==> config.mk <==
export PLATFORM = sky130hd
export DESIGN_NAME = pll_clken_mgr_flat
export DESIGN_NICKNAME = d
export VERILOG_FILES = /design/src/rtl/pll_clken_mgr_if.sv /design/src/rtl/pll_clken_mgr.sv /design/src/flat_wrapper.sv
export SDC_FILE = /design/constraint.sdc
export NUM_CORES = 1
export LEC_CHECK = 0
export ABC_AREA = 0
export ABC_CLOCK_PERIOD_IN_PS = 2850
export CAP_MARGIN = 5
export CORE_UTILIZATION = 49
export DETAILED_ROUTE_END_ITERATION = 10
export GPL_TIMING_DRIVEN = 0
export PLACE_DENSITY = 0.72
export SETUP_SLACK_MARGIN = 0.2
export SLEW_MARGIN = 20
export SYNTH_ARGS = -nofsm -noshare
export SYNTH_HDL_FRONTEND = slang
export SYNTH_SLANG_ARGS = --single-unit
==> constraint.sdc <==
create_clock -name clk -period 2.85 [get_ports clk]
set_clock_uncertainty 0.1 [all_clocks]
set_input_delay 0.285 -clock clk [delete_from_list [all_inputs] [get_ports clk]]
set_output_delay 0.285 -clock clk [all_outputs]
set_load 0.05 [all_outputs]
==> src/rtl/pll_clken_mgr_if.sv <==
// Bus bundle for pll_clken_mgr: lock input, divisor programming, reset release and clock-enable outputs.
interface pll_clken_mgr_if #(
  parameter int unsigned NUM_CH = 2,
  parameter int unsigned DIV_W  = 8
);
  logic                      pll_lock;
  logic [NUM_CH*DIV_W-1:0]   div_sel;
  logic                      div_load;
  logic                      sys_reset;
  logic                      lock_ok;
  logic                      lock_lost;
  logic [NUM_CH-1:0]         clk_en;
  logic [NUM_CH-1:0]         clk_en_p;
  logic                      div_busy;

  modport master (
    output pll_lock, div_sel, div_load,
    input  sys_reset, lock_ok, lock_lost, clk_en, clk_en_p, div_busy
  );

  modport slave (
    input  pll_lock, div_sel, div_load,
    output sys_reset, lock_ok, lock_lost, clk_en, clk_en_p, div_busy
  );
endinterface

==> src/rtl/pll_clken_mgr.sv <==
// PLL lock qualifier, system reset sequencer and NUM_CH programmable clock-enable dividers.
// Optional macro PLL_CLKEN_SYNC_LOAD_EN: div_load applies to all channels next cycle and realigns them.
module pll_clken_mgr #(
  parameter int unsigned NUM_CH    = 2,
  parameter int unsigned DIV_W     = 8,
  parameter int unsigned DIV_INIT  = 2,
  parameter int unsigned LOCK_FILT = 16,
  parameter int unsigned RST_HOLD  = 8
) (
  input  logic            clk,
  input  logic            reset,
  pll_clken_mgr_if.slave  bus
);

  if (NUM_CH < 1 || NUM_CH > 8) begin : g_bad_num_ch
    $error("pll_clken_mgr: NUM_CH must be 1..8");
  end
  if (LOCK_FILT < 1 || RST_HOLD < 1) begin : g_bad_timing
    $error("pll_clken_mgr: LOCK_FILT and RST_HOLD must be >= 1");
  end

  localparam int unsigned CNT_MAX = (LOCK_FILT > RST_HOLD) ? LOCK_FILT : RST_HOLD;
  localparam int unsigned CNT_W   = $clog2(CNT_MAX) + 1;

  typedef enum logic [1:0] {
    WAIT_LOCK,
    FILTER,
    HOLD,
    RUN
  } state_t;

  state_t             state_q, state_d;
  logic [CNT_W-1:0]   cnt_q, cnt_d;
  logic               lock_lost_q, lock_lost_d;
  logic               run;
  logic [NUM_CH-1:0]  pend;

  always_ff @(posedge clk) begin
    if (reset) begin
      state_q     <= WAIT_LOCK;
      cnt_q       <= '0;
      lock_lost_q <= 1'b0;
    end else begin
      state_q     <= state_d;
      cnt_q       <= cnt_d;
      lock_lost_q <= lock_lost_d;
    end
  end

  always_comb begin
    state_d     = state_q;
    cnt_d       = cnt_q;
    lock_lost_d = lock_lost_q;
    case (state_q)
      WAIT_LOCK: begin
        if (bus.pll_lock) begin
          state_d = FILTER;
          cnt_d   = '0;
        end
      end
      FILTER: begin
        if (!bus.pll_lock) begin
          state_d = WAIT_LOCK;
        end else if (cnt_q == CNT_W'(LOCK_FILT - 1)) begin
          state_d = HOLD;
          cnt_d   = '0;
        end else begin
          cnt_d = cnt_q + CNT_W'(1);
        end
      end
      HOLD: begin
        if (!bus.pll_lock) begin
          state_d = WAIT_LOCK;
        end else if (cnt_q == CNT_W'(RST_HOLD - 1)) begin
          state_d = RUN;
          cnt_d   = '0;
        end else begin
          cnt_d = cnt_q + CNT_W'(1);
        end
      end
      RUN: begin
        if (!bus.pll_lock) begin
          state_d     = WAIT_LOCK;
          lock_lost_d = 1'b1;
        end
      end
      default: state_d = WAIT_LOCK;
    endcase
  end

  assign run           = (state_q == RUN);
  assign bus.sys_reset = !run;
  assign bus.lock_ok   = (state_q == HOLD) || run;
  assign bus.lock_lost = lock_lost_q;
  assign bus.div_busy  = |pend;

  for (genvar i = 0; i < NUM_CH; i++) begin : g_ch
    logic [DIV_W-1:0] div_q;
    logic [DIV_W-1:0] cnt_ch_q;
    logic [DIV_W-1:0] n_eff;
    logic [DIV_W-1:0] sel;
    logic             wrap;

    assign sel   = bus.div_sel[i*DIV_W +: DIV_W];
    assign n_eff = (div_q == '0) ? DIV_W'(1) : div_q;
    assign wrap  = (cnt_ch_q == n_eff - DIV_W'(1));

`ifdef PLL_CLKEN_SYNC_LOAD_EN
    // Every channel restarts at 0 on a load, keeping all channels phase-aligned.
    always_ff @(posedge clk) begin
      if (reset) begin
        div_q    <= DIV_W'(DIV_INIT);
        cnt_ch_q <= '0;
      end else if (bus.div_load) begin
        div_q    <= sel;
        cnt_ch_q <= '0;
      end else begin
        cnt_ch_q <= (run && !wrap) ? cnt_ch_q + DIV_W'(1) : '0;
      end
    end

    assign pend[i] = 1'b0;
`else
    logic [DIV_W-1:0] shadow_q;
    logic             pend_q;

    // In RUN the new divisor only lands on a wrap, so a running period is never cut short;
    // a load on the wrap cycle itself bypasses the shadow.
    always_ff @(posedge clk) begin
      if (reset) begin
        div_q    <= DIV_W'(DIV_INIT);
        shadow_q <= '0;
        pend_q   <= 1'b0;
        cnt_ch_q <= '0;
      end else begin
        cnt_ch_q <= (run && !wrap) ? cnt_ch_q + DIV_W'(1) : '0;
        if (run) begin
          if (wrap && bus.div_load) begin
            div_q  <= sel;
            pend_q <= 1'b0;
          end else if (wrap && pend_q) begin
            div_q  <= shadow_q;
            pend_q <= 1'b0;
          end else if (bus.div_load) begin
            shadow_q <= sel;
            pend_q   <= 1'b1;
          end
        end else begin
          if (pend_q) begin
            div_q <= shadow_q;
          end
          pend_q <= bus.div_load;
          if (bus.div_load) begin
            shadow_q <= sel;
          end
        end
      end
    end

    assign pend[i] = pend_q;
`endif

    assign bus.clk_en[i]   = run && (cnt_ch_q == '0);
    assign bus.clk_en_p[i] = run && (cnt_ch_q == (n_eff >> 1));
  end

endmodule
==> src/flat_wrapper.sv <==
// flat-port wrapper written by rule: the top's interface ports become plain ports
module pll_clken_mgr_flat 
#(
  parameter int unsigned NUM_CH    = 2,
  parameter int unsigned DIV_W     = 8,
  parameter int unsigned DIV_INIT  = 2,
  parameter int unsigned LOCK_FILT = 16,
  parameter int unsigned RST_HOLD  = 8
)
  (clk, reset, bus_pll_lock, bus_div_sel, bus_div_load, bus_sys_reset, bus_lock_ok, bus_lock_lost, bus_clk_en, bus_clk_en_p, bus_div_busy);
  pll_clken_mgr_if #(.NUM_CH(NUM_CH), .DIV_W(DIV_W)) bus_i ();
  input  logic clk;
  input  logic reset;
  input wire logic [$bits(bus_i.pll_lock)-1:0] bus_pll_lock;
  input wire logic [$bits(bus_i.div_sel)-1:0] bus_div_sel;
  input wire logic [$bits(bus_i.div_load)-1:0] bus_div_load;
  output wire logic [$bits(bus_i.sys_reset)-1:0] bus_sys_reset;
  output wire logic [$bits(bus_i.lock_ok)-1:0] bus_lock_ok;
  output wire logic [$bits(bus_i.lock_lost)-1:0] bus_lock_lost;
  output wire logic [$bits(bus_i.clk_en)-1:0] bus_clk_en;
  output wire logic [$bits(bus_i.clk_en_p)-1:0] bus_clk_en_p;
  output wire logic [$bits(bus_i.div_busy)-1:0] bus_div_busy;
  assign bus_i.pll_lock = bus_pll_lock;
  assign bus_i.div_sel = bus_div_sel;
  assign bus_i.div_load = bus_div_load;
  assign bus_sys_reset = bus_i.sys_reset;
  assign bus_lock_ok = bus_i.lock_ok;
  assign bus_lock_lost = bus_i.lock_lost;
  assign bus_clk_en = bus_i.clk_en;
  assign bus_clk_en_p = bus_i.clk_en_p;
  assign bus_div_busy = bus_i.div_busy;
  pll_clken_mgr #(.NUM_CH(NUM_CH), .DIV_W(DIV_W), .DIV_INIT(DIV_INIT), .LOCK_FILT(LOCK_FILT), .RST_HOLD(RST_HOLD)) u_core (.clk(clk), .reset(reset), .bus(bus_i));
endmodule
==> out/metrics.yaml <==
outcome:
  run_status: "complete, but fails checks"
  violations: "setup timing"
setup_path:
  r2r-end: "u_core.g_ch[1].div_q[4]$_SDFFE_PP0P_"
  crit_path_end_kind: "register"
  max_stage_delay_ns: 0.55
  crit_slowest_cell: "or4_4"
  worstPathRequired_ns: 2.96
  worstPathMaxFanout: 8
  worstPathArrival_ns: 3.13
  crit_start: "u_core.g_ch[1].div_q[4]$_SDFFE_PP0P_"
  startpoint_type: "register"
  crit_chain: "buf_8 -> or4_4 -> nor2_4 -> a21oi_4 -> ha_4 -> nor3b_4 -> xnor2_1 -> o2111ai_2 -> a211oi_2 -> buf_4 -> and2_4 -> buf_12 -> mux2i_2 -> a211oi_1"
  crit_type: "register to register"
  rr_worst_depth: 14
  crit-reg2reg-launch: "u_core.g_ch[1].div_q[4]$_SDFFE_PP0P_"
  r2r_slack_ns: -0.18
synthesis:
  netlist_instances: 403
  yosysWarnings: 0
  async_flop_share_pct: 0
  synth_top_area_share_pct: 34.1
  ys_types: 48
  synth_ff_type: "dfxtp_1"
  synth_edf_count: 0
  syn-cell-area_sq_um: 3410
  syn_nets: 436
  ys_seq_area_share_pct: 34.1
  synth.largest_area_cell: "dfxtp_1"
  synth-seq-cells: 58
  syn_avg_cell_area_sq_um: 8.45
  yosys-top-cells-area: "dfxtp_1 34%, mux2i_1 10%, nor2_1 6.7%"
cts:
  insertion_delay_ns: 0.35
  cts.path.max_buffers: 2
  cts_root_buffer: "clkbuf_8"
  path_clk_slew_ns: 0.07
  cts_tree: "built"
  numCtsBuffers: 9
  cts_sinks: 58
  htree_levels: 3
layout:
  layout.nets: 490
  final_cell_mix: "57 x nor2_1, 53 x dfxtp_1, 28 x mux2i_1"
  mostFrequentLayoutCell: "nor2_1"
  insertedDiodeCount: 0
  area_delta_synth_final_pct: 30.3
  drive_gt1_share_pct: 21.9
  fin_cells: 542
  final_util_pct: 65.7
global_routing:
  grt_pass1_vias: 2781
  grt_max_degree: 11
  grt_pass1_wl_mm: 12.8
  grtUsageMet1_pct: 27.7
  use_met2_pct: 36.7
  overflow: 0
  antenna_found_initial: 0
  grt_use_met3_pct: 6.91
  grt.busiest_layer: "met2"
  track_usage_pct: 22.4
detailed_routing:
  wirelength_mm: 7.92
  wl_per_cell_um: 14.6
  first_iter_violations: 130
  firstDrtPassIters: 4
  drcViolationCount: 0
  viasPerCell: 5.54
  vias: 3002
  antenna_left: 0
place:
  place.gp.congestion: 0.858
  dp_hpwl_mm: 5.12
  place_inst: 509
  io_buffers: 26
power_and_ir_drop:
  ir_worst_vdd_uv: 356
  p_per_area_nw_per_um2: 472
  p_leak_nw: 1.69
timing:
  layout_setup_ws_ns: -0.178
  hold_ws_ns: 0.356
  period_minus_slack_ns: 3.03
  rsz0062_at_grt: "true"
  finalSetupViolations: 16
  finalHoldViolations: 0
  period_share_pct: 106
  drv_slew: 0
  tns_ns: -2.03
  worstMarginPinSlew_ns: 0.981
  slew-limit-headroom_pct: 34.1
  fmax_ghz: 0.330
hold_path:
  holdPathEnd: "u_core.g_ch[1].div_q[1]$_SDFFE_PP1P_"
  min_path_type: "primary input to register"
  holdPathStages: 3
  worstHoldStart: "reset"
floorplanning:
  core_area_sq_um: 6760
  die_w_um: 85.4
  start_util_pct: 50.4
  die-area_sq_um: 7290
  ioPinCount: 28
  die_h_um: 85.4
  num_rows: 30
job:
  drv_cap: 0
## per-stage QoR
stage	setup WS [ns]	power, mW	instance area (sq um)
floorplan	0.00342	1.11	3520
global placement	-0.336	1.18	3880
detailed placement	-0.374	1.19	3880
CTS	-0.188	2.06	4270
global route	-0.329	2.18	4440
finish	-0.178	2.10	4440
## where the power goes
part,leakage (nW),switching [mW],internal [mW]
registers,0.475,0.0281,0.844
clock network,0.108,0.345,0.499
logic,1.11,0.197,0.182
total,1.69,0.571,1.53
## worst max-delay path, delay by kind of cell (launching register included)
kind | cells | cell delay [ns]
AND/OR/NAND/NOR | 4 | 0.99
AO/OA/AOI/OAI | 4 | 0.48
buffers and inverters | 3 | 0.41
flip-flops | 1 | 0.32
multiplexers | 1 | 0.22
adder cells (fa/ha/maj) | 1 | 0.19
XOR/XNOR | 1 | 0.18
## state kept, by name, summed over array words and instances, names as in the netlist
signal                flops
u_core.bus.lock_lost      1
u_core.state_q            2
u_core.g_ch.shadow_q     16
u_core.g_ch.div_q        16
u_core.g_ch.cnt_ch_q     16
u_core.cnt_q              5
u_core.g_ch.pend_q        2
## synthesized netlist by cell type, drive strengths merged (2+ instances only)
library cell	number
and3	5
nor3	10
buf	8
nand4	3
nor2b	2
or3	2
nand3	13
nor2	61
mux2i	34
nor4b	2
nor3b	3
nor4	6
dfxtp	58
inv	19
or2	4
and4	2
nand2	11
o21a	2
o21ai	10
a21oi	19
a31oi	4
o211ai	2
and2	3
o31ai	6
xor2	19
or4	4
a211oi	19
or4b	2
ha	13
clkbuf	25
xnor2	23
## worst max-delay path by stage
stage	to	slack (ns)	depth (start not counted)
2_1_floorplan	u_core.g_ch[1].div_q[7]$_SDFFE_PP0P_	0.003	13
6_report	u_core.g_ch[1].div_q[4]$_SDFFE_PP0P_	-0.18	14
4_1_cts	u_core.g_ch[1].div_q[4]$_SDFFE_PP0P_	-0.19	14
5_1_grt	u_core.g_ch[1].div_q[4]$_SDFFE_PP0P_	-0.33	14
3_3_place_gp	u_core.g_ch[1].div_q[4]$_SDFFE_PP0P_	-0.34	13
3_5_place_dp	u_core.g_ch[1].div_q[4]$_SDFFE_PP0P_	-0.37	13
## repair_timing
item                       in CTS  in global routing
buffers inserted                8                  9
hold buffers                    0                  0
resized for setup              38                 32
pin swaps                      17                  9
hold endpoints to repair        0                  0
setup endpoints to repair      54                 52
## layer usage
metal,vias up,part of all wire [%],wire length [um]
met3,14,4.3,343
met1,1417,46,3620
met2,63,48,3810
li1,1508,-,-
met5,-,0,0
met4,0,1.8,142
## cell families (layout without fill, tap and decap cells)
kind of cell | after synthesis | count (layout) | share of synthesized area [%]
and+or+nand+nor | 135 | 135 | 20.2
AOI/OAI and AO/OA | 69 | 69 | 14.0
DFF | 58 | 58 | 34.1
buffers and inverters | 52 | 111 | 6.21
xor gates and xnor gates | 42 | 42 | 10.8
muxes | 34 | 34 | 9.99
adders and majority gates | 13 | 13 | 4.78
## cell type report
cell class	instances	area, sq um
Buffer	33	239
Clock buffer	13	179
Clock inverter	3	45.0
Fill cell	557	2320
Inverter	19	71.3
Multi-Input combinational cell	293	2240
Sequential cell	58	1170
Tap cell	80	100
Timing Repair Buffer	43	393
(Power assumes the default switching activity.)
